===== src/rtl/multicycle_ctrl.sv =====
// multicycle_ctrl: FETCH/DECODE/EXEC/MEM/WB control FSM with registered datapath controls; perf counters under CTRL_PERF_CNT_EN
module multicycle_ctrl #(
  parameter int INS_W    = 32,
  parameter int ALU_CC_W = 4,
  parameter int MEM_LAT  = 1
) (
  input  logic                clk,
  input  logic                reset,
  input  logic [INS_W-1:0]    IM,
  input  logic                stall,
  output logic                PC_en,
  output logic                RegWrite,
  output logic                MemtoReg,
  output logic                ALUsrc,
  output logic                MemWrite,
  output logic                MemRead,
  output logic [ALU_CC_W-1:0] ALU_CC,
  output logic                illegal,
  output logic [2:0]          state_o,
  output logic [31:0]         retired,
  output logic [31:0]         cycles
);
  localparam int CW = $clog2(MEM_LAT + 1);
  typedef enum logic [2:0] {IDLE, FETCH, DECODE, EXEC, MEM, WB, TRAP} state_t;
  state_t state;
  logic [INS_W-1:0] ir;
  logic [CW-1:0] cnt;
  logic is_r, is_i, is_ld, is_st, legal, last_mem, mw_next;
  logic [3:0] cc, alu;
  logic unused_bits;
  assign is_r = ir[6:0] == 7'b0110011;
  assign is_i = ir[6:0] == 7'b0010011;
  assign is_ld = ir[6:0] == 7'b0000011;
  assign is_st = ir[6:0] == 7'b0100011;
  assign legal = is_r || is_i || is_ld || is_st;
  assign last_mem = cnt == CW'(MEM_LAT - 1);
  assign mw_next = is_st && (CW'(cnt + 1'b1) == CW'(MEM_LAT - 1));
  assign alu = (is_r || is_i) ? cc : 4'b0010;
  assign state_o = state;
  assign unused_bits = ^{ir[INS_W-1:31], ir[29:15], ir[11:7]};
  always_comb begin
    cc = 4'b0010;
    case (ir[14:12])
      3'b000: cc = (is_r && ir[30]) ? 4'b0110 : 4'b0010;
      3'b001: cc = 4'b0100;
      3'b010: cc = 4'b0111;
      3'b100: cc = 4'b0011;
      3'b101: cc = ir[30] ? 4'b1000 : 4'b0101;
      3'b110: cc = 4'b0001;
      3'b111: cc = 4'b0000;
      default: cc = 4'b0010;
    endcase
  end
  always_ff @(posedge clk) begin
    if (reset) begin
      state <= IDLE;
      ir <= '0;
      cnt <= '0;
      {PC_en, RegWrite, MemtoReg, ALUsrc, MemWrite, MemRead, illegal} <= '0;
      ALU_CC <= '0;
    end else begin
      {PC_en, RegWrite, MemtoReg, ALUsrc, MemWrite, MemRead} <= '0;
      ALU_CC <= '0;
      case (state)
        IDLE: state <= FETCH;
        FETCH: begin
          if (!stall) begin
            ir <= IM;
            state <= DECODE;
          end
        end
        DECODE: begin
          state <= legal ? EXEC : TRAP;
          illegal <= !legal;
          ALUsrc <= legal && !is_r;
          ALU_CC <= legal ? ALU_CC_W'(alu) : '0;
        end
        EXEC: begin
          ALUsrc <= !is_r;
          ALU_CC <= ALU_CC_W'(alu);
          cnt <= '0;
          state <= (is_r || is_i) ? WB : MEM;
          RegWrite <= is_r || is_i;
          PC_en <= is_r || is_i || (is_st && MEM_LAT == 1);
          MemWrite <= is_st && MEM_LAT == 1;
          MemRead <= is_ld;
        end
        MEM: begin
          ALUsrc <= last_mem ? is_ld : 1'b1;
          ALU_CC <= (last_mem && is_st) ? '0 : ALU_CC_W'(alu);
          MemRead <= is_ld;
          cnt <= last_mem ? cnt : CW'(cnt + 1'b1);
          state <= last_mem ? (is_ld ? WB : FETCH) : MEM;
          RegWrite <= last_mem && is_ld;
          MemtoReg <= last_mem && is_ld;
          PC_en <= last_mem ? is_ld : mw_next;
          MemWrite <= !last_mem && mw_next;
        end
        WB: state <= FETCH;
        TRAP: state <= TRAP;
        default: state <= IDLE;
      endcase
    end
  end
`ifdef CTRL_PERF_CNT_EN
  always_ff @(posedge clk) begin
    if (reset) begin
      cycles <= '0;
      retired <= '0;
    end else begin
      cycles <= cycles + 32'd1;
      retired <= retired + {31'd0, PC_en};
    end
  end
`else
  assign cycles = '0;
  assign retired = '0;
`endif
endmodule


===== config.mk =====
export PLATFORM = sky130hd
export DESIGN_NAME = multicycle_ctrl
export DESIGN_NICKNAME = d
export VERILOG_FILES = /design/src/rtl/multicycle_ctrl.sv
export SDC_FILE = /design/constraint.sdc
export NUM_CORES = 1
export LEC_CHECK = 0
export BUFFER_PORTS_ARGS = -buffer_cell sky130_fd_sc_hd__buf_2
export CORE_MARGIN = 3
export CORE_UTILIZATION = 31
export DETAILED_ROUTE_END_ITERATION = 7
export SYNTH_ARGS = -nofsm -noshare
export SYNTH_HDL_FRONTEND = slang
export SYNTH_SLANG_ARGS = --single-unit
export TNS_END_PERCENT = 5

===== constraint.sdc =====
create_clock -name clk -period 2.52 [get_ports clk]
set_clock_uncertainty 0.2 [all_clocks]
set_input_delay 0.504 -clock clk [delete_from_list [all_inputs] [get_ports clk]]
set_output_delay 0.504 -clock clk [all_outputs]
set_load 0.01 [all_outputs]

# [Yosys cells after proc, flatten, opt, wreduce, memory -nomap -nowiden]
# Cells that the tools add are included.
# W data, S select, Z words.
[word_totals] reg_bits=46 in_bits=35 out_inout_bits=78 word_cells=75
[classes] addsub=1 eq_ne=17 n_mux=21 n_bitwise=5 n_reduce_logical=20
[op_table] operator="$pmux W4 S7" n=1
[op_table] operator="$eq A3 B3 Y1 const B" n=7
[op_table] operator="$pmux W3 S6" n=1
[op_table] operator="$mux W4" n=4
[op_table] operator="$mux W3" n=5
[op_table] operator="$eq A7 B6 Y1 const B" n=2
[op_table] operator="$pmux W4 S3" n=1
[op_table] operator="$eq A3 B2 Y1 const B" n=3
[op_table] operator="$pmux W1 S2" n=4
[op_table] operator="$reduce_or A2 Y1" n=4
[op_table] operator="$eq A7 B2 Y1 const B" n=1
[op_table] operator="$eq A7 B5 Y1 const B" n=1
[op_table] operator="$eq A3 B1 Y1 const B" n=2
[op_table] operator="$logic_and A1 B1 Y1" n=6
[op_table] operator="$logic_not A3 Y1" n=2
[op_table] operator="$not A1 Y1" n=5
[op_table] operator="$logic_or A1 B1 Y1" n=4
[op_table] operator="$mux W1" n=4
[op_table] operator="$pmux W1 S3" n=1
[op_table] operator="$logic_not A1 Y1" n=2
[op_table] operator="$ne A2 B2 Y1 const B" n=1
[op_table] operator="$reduce_and A2 Y1" n=1
[op_table] operator="$reduce_bool A2 Y1" n=1
[op_table] operator="$add A1 B1 Y1 const B" n=1

# [Depth between registers and ports, before layout]
[depth] ltp_word=7 depth_mapped=5 depth_no_buf=3

# [Worst setup path after synthesis]
# No wires, ideal clock.
[synth_timing] path_kind="register -> register" from="register state[1], in the netlist state_o[1]" to="register ir[4]" setup_time_ns=0.132 arrival_ns=1.302 required_ns=2.188 slack_ns=0.886 stages_incl_launch_ff=6 n_path_buf=2 synth_period_minus_slack_ns=1.634 path_cell_list="dfxtp_1 -> buf_2 -> or4b_1 -> buf_2 -> nand2_1 -> a21oi_1"
[synth_via] elab_chain_len=2
[synth_lines] element="start: declaration" line_no="25" source="state_t state;"
[synth_lines] element="start signal: assignment" line_no="73" source="state <= legal ? EXEC : TRAP;"
[synth_lines] element="start signal: assignment" line_no="82" source="state <= (is_r || is_i) ? WB : MEM;"
[synth_lines] element="start signal: assignment" line_no="93" source="state <= last_mem ? (is_ld ? WB : FETCH) : MEM;"
[synth_lines] element="$eq A3 B1 Y1" line_no="64" source="case (state)"
[synth_lines] element="$reduce_and A2 Y1 (no source line)"
[synth_lines] element="end signal: assignment" line_no="57" source="ir <= '0;"
[synth_lines] element="end signal: assignment" line_no="68" source="ir <= IM;"
[synth_lines] element="end: declaration" line_no="26" source="logic [INS_W-1:0] ir;"
# Every way passes these cells.
# A chain may end at the register's enable or synchronous reset.

# [Worst setup path after layout]
[layout_timing] from="register state[0], in the netlist state_o[0]" to="register ir[2]"
# The elaborated chain is that of the path after synthesis.

==> metrics.md <==
| Metric | Value |
|---|---|
| Top-level port count | around 110 |
| Port Buffers | 27 |
| DP Worst Slack | roughly 0.68 ns |
| Resized Gates After CTS | 0 |
| Int Power | 0.5682 mW |
| Post-CTS Setup Inserts | 0 |
| Count of pins over their slew limit | 0 |
| Worst vdd ir | 0.1669 mV |
| Peak Freq | 571.3 MHz |
| MaxCap Viol Count | 0 |
| Most frequent cells in the layout | 64 x conb_1, 28 x nand2_1, 27 x buf_2, 25 x dfxtp_1, 14 x a21oi_1 |
| Die ar. | 6003 um2 |
| Commonest non-fill, non-tap cell in the layout | conb_1 |
| Pwr Total | 0.8223 mW |
| Post-route cell area | around 1600 um2 |
| Worst reg2reg setup slack | 0.77 ns |
| Final setup margin | 0.7695 ns |
| Hold WC Path Type | register to register |
| H-tree levels | 1 |
| GR Overflow Total | 0 |
| Fillers | 563 |
| Mean Syn Cell Area | 8.207 um2 |
| CP arrival | between 1.5 and 2 ns |
| Finished Layout Cells | 282 |
| Min Tclk post-route | 1.750 ns |
| DP Wirelength | between 2000 and 2500 um |
| Vias per cell | between 4 and 5 |
| Share of power burned in combinational logic | between 15 and 20% |
| CTS tree | done |
| Final WL | 2694 um |
| Site row count | 25 |
| Switching share of power | 30.89% |
| Die height | about 77 um |
| DRC Markers | 0 |
| Hold_buf cts | 0 |
| Distinct cells, synth | 40 |
| Final period utilization | between 60% and 70% |
| Tightest Pin Transition | 0.5537 ns |
| Gr usage total | 8.805% |
| Clock-pin slew on the worst setup and hold paths | approximately 0.090 ns |
| Sequential share of power | 53.3% |
| Sequential share of the synthesized area | 31.60% |
| Status | complete, no violations |
| Asr flop ratio synth | 0% |
| YS warnings | 0 |
| First-pass GRT wire length | 4291 um |
| Top cell type by total area after synthesis | dfxtp_1 |
| Crit path launch type | register |
| P_leak | 0.7143 nW |
| Vias in the first global route | 950 |
| HP Start | ir[1] |
| WS Path Type | register to register |
| CP required | 2.47 ns |
| Synth top area share | 31.60% |
| Final ANT Viol Nets | 0 |
| Critical Path End Type | register |
| Overall die width | 77.48 um |
| Initial drt markers | 53 |
| Synthesized instance count | slightly below 200 |
| Final setup TNS | 0 ns |
| Initial antenna violation count | 0 |
| RSZ-0062 raised after global routing | false |
| Clk_lat worst skew | 0.27 ns |
| Ranking of synthesized cells by area | dfxtp_1 32%, buf_4 31%, nand2_1 6.6% |
| Mapped Area | 1584 um2 |
| Post-layout nets | 251 |
| Deepest clock path buffer count | 2 |
| Slew HR | 62.93% |
| Core ar. | 4817 um2 |
| Area Overhead vs Synth | -0.6319% |
| Pwr dens | 522.4 nW/um2 |
| DR pass1 iterations | 2 |
| Hold Vio Cnt, Final | 0 |
| Number of flops mapped to enable cells by yosys | 0 |
| Dpl cell area | 1528 um2 |
| Clock power frac | 29.0% |
| Yosys reg bits | 25 |
| CP max FO | 12 |
| Via Count | 1131 |
| Largest net degree at the start of global routing | 23 |
| Root buf cell | clkbuf_8 |
| Switching pwr | 0.2540 mW |
| Count of final setup violators | 0 |
| Primary FF master, synth | dfxtp_1 |
| Min-Delay Path Depth | 2 |
| Placed instance count | 278 |
| Initial Utilization | between 30% and 40% |
| Worst R2R Path Depth | 3 |
| Diodes inserted | 0 |
| Ratio of cells with drive above 1 in the final layout | 19.07% |
| Routability cong. | 0.7630 |
| Worst hold endpoint | ir[1] |
| CTS Buf Count | 3 |
| R2r endpoint | ir[2] |
| Worst reg2reg startpoint | state_o[0] |
| Num Clock Sinks | 25 |
| DR WL/cell | 9.553 um |
worst max path at each step:
stage                          start       end  slack, ns  cells past startpoint
final                     state_o[0]     ir[2]       0.77                      3
after global routing           ir[0]  MemWrite       0.64                      3
after CTS                 state_o[0]     ir[2]       0.76                      3
after detailed placement       stall     ir[2]       0.68                      4
after global placement         stall     ir[3]       0.68                      4
after floorplan           state_o[1]     ir[4]       0.89                      5
metrics by stage:
stage | hold slack [ns] | utilization [%]
6_report | 0.2527 | 32.68
5_1_grt | 0.2664 | 32.68
4_1_cts | 0.2550 | 32.68
3_5_place_dp | 0.2424 | 31.71
3_3_place_gp | 0.2384 | 31.71
2_1_floorplan | 0.2318 | -
power by group through the flow:
| stage | combinational [mW] | sequential [mW] | clock, mW |
|---|---|---|---|
| floorplan | 0.199 | 0.434 | 0 |
| global placement | 0.144 | 0.447 | 0 |
| detailed placement | 0.145 | 0.448 | 0 |
| CTS | 0.145 | 0.438 | 0.245 |
| global route | 0.166 | 0.443 | 0.266 |
| finish | 0.146 | 0.438 | 0.238 |
layout make-up:
type                            instances  area [um2]  area share [%]
Clock buffer                            3       41.29           2.623
Clock inverter                          1       5.005          0.3180
Inverter                                4       15.01          0.9539
Multi-Input combinational cell        153       778.2           49.44
Sequential cell                        25       500.5           31.80
Tap cell                               67       83.83           5.326
Timing Repair Buffer                   29       150.1           9.539
Yosys cell counts (all sizes together) (2+ instances only):
cell,instances
nor4,2
nand2,28
nor2,3
nor2b,2
nor3,3
dfxtp,25
nor3b,4
a211oi,5
o21ai,3
clkbuf,5
inv,4
nand4,2
a21oi,14
a221oi,2
a31oi,2
buf,69
nor4b,2
metal layers:
metal | vias up | share of wire [%] | track usage [%]
met5 | - | 0 | 0
met3 | 4 | 10 | 2.204
met4 | 0 | 1.4 | 4.448
met1 | 511 | 38 | 9.943
met2 | 51 | 50 | 15.28
li1 | 565 | - | -
logic make-up after synthesis:
family | synth area share [%]
buffers and inverters | 34.20
muxes | 0.7108
DFF | 31.60
other | 0.2367
and+or+nand+nor | 19.75
AOI/OAI and AO/OA | 13.51
critical path, cell delays in order (launching register included):
cell     delay (ns)
dfxtp_1        0.55
or4b_1         0.67
nand2_1        0.13
a21oi_1        0.07
flip-flops by register name (all words and copies together) (netlist names):
signal / cells
ir: 11
MemRead: 1
ALUsrc: 1
ALU_CC: 4
illegal: 1
PC_en: 1
MemtoReg: 1
RegWrite: 1
MemWrite: 1
state_o: 3
No activity file was read; power rests on OpenSTA's default activity.
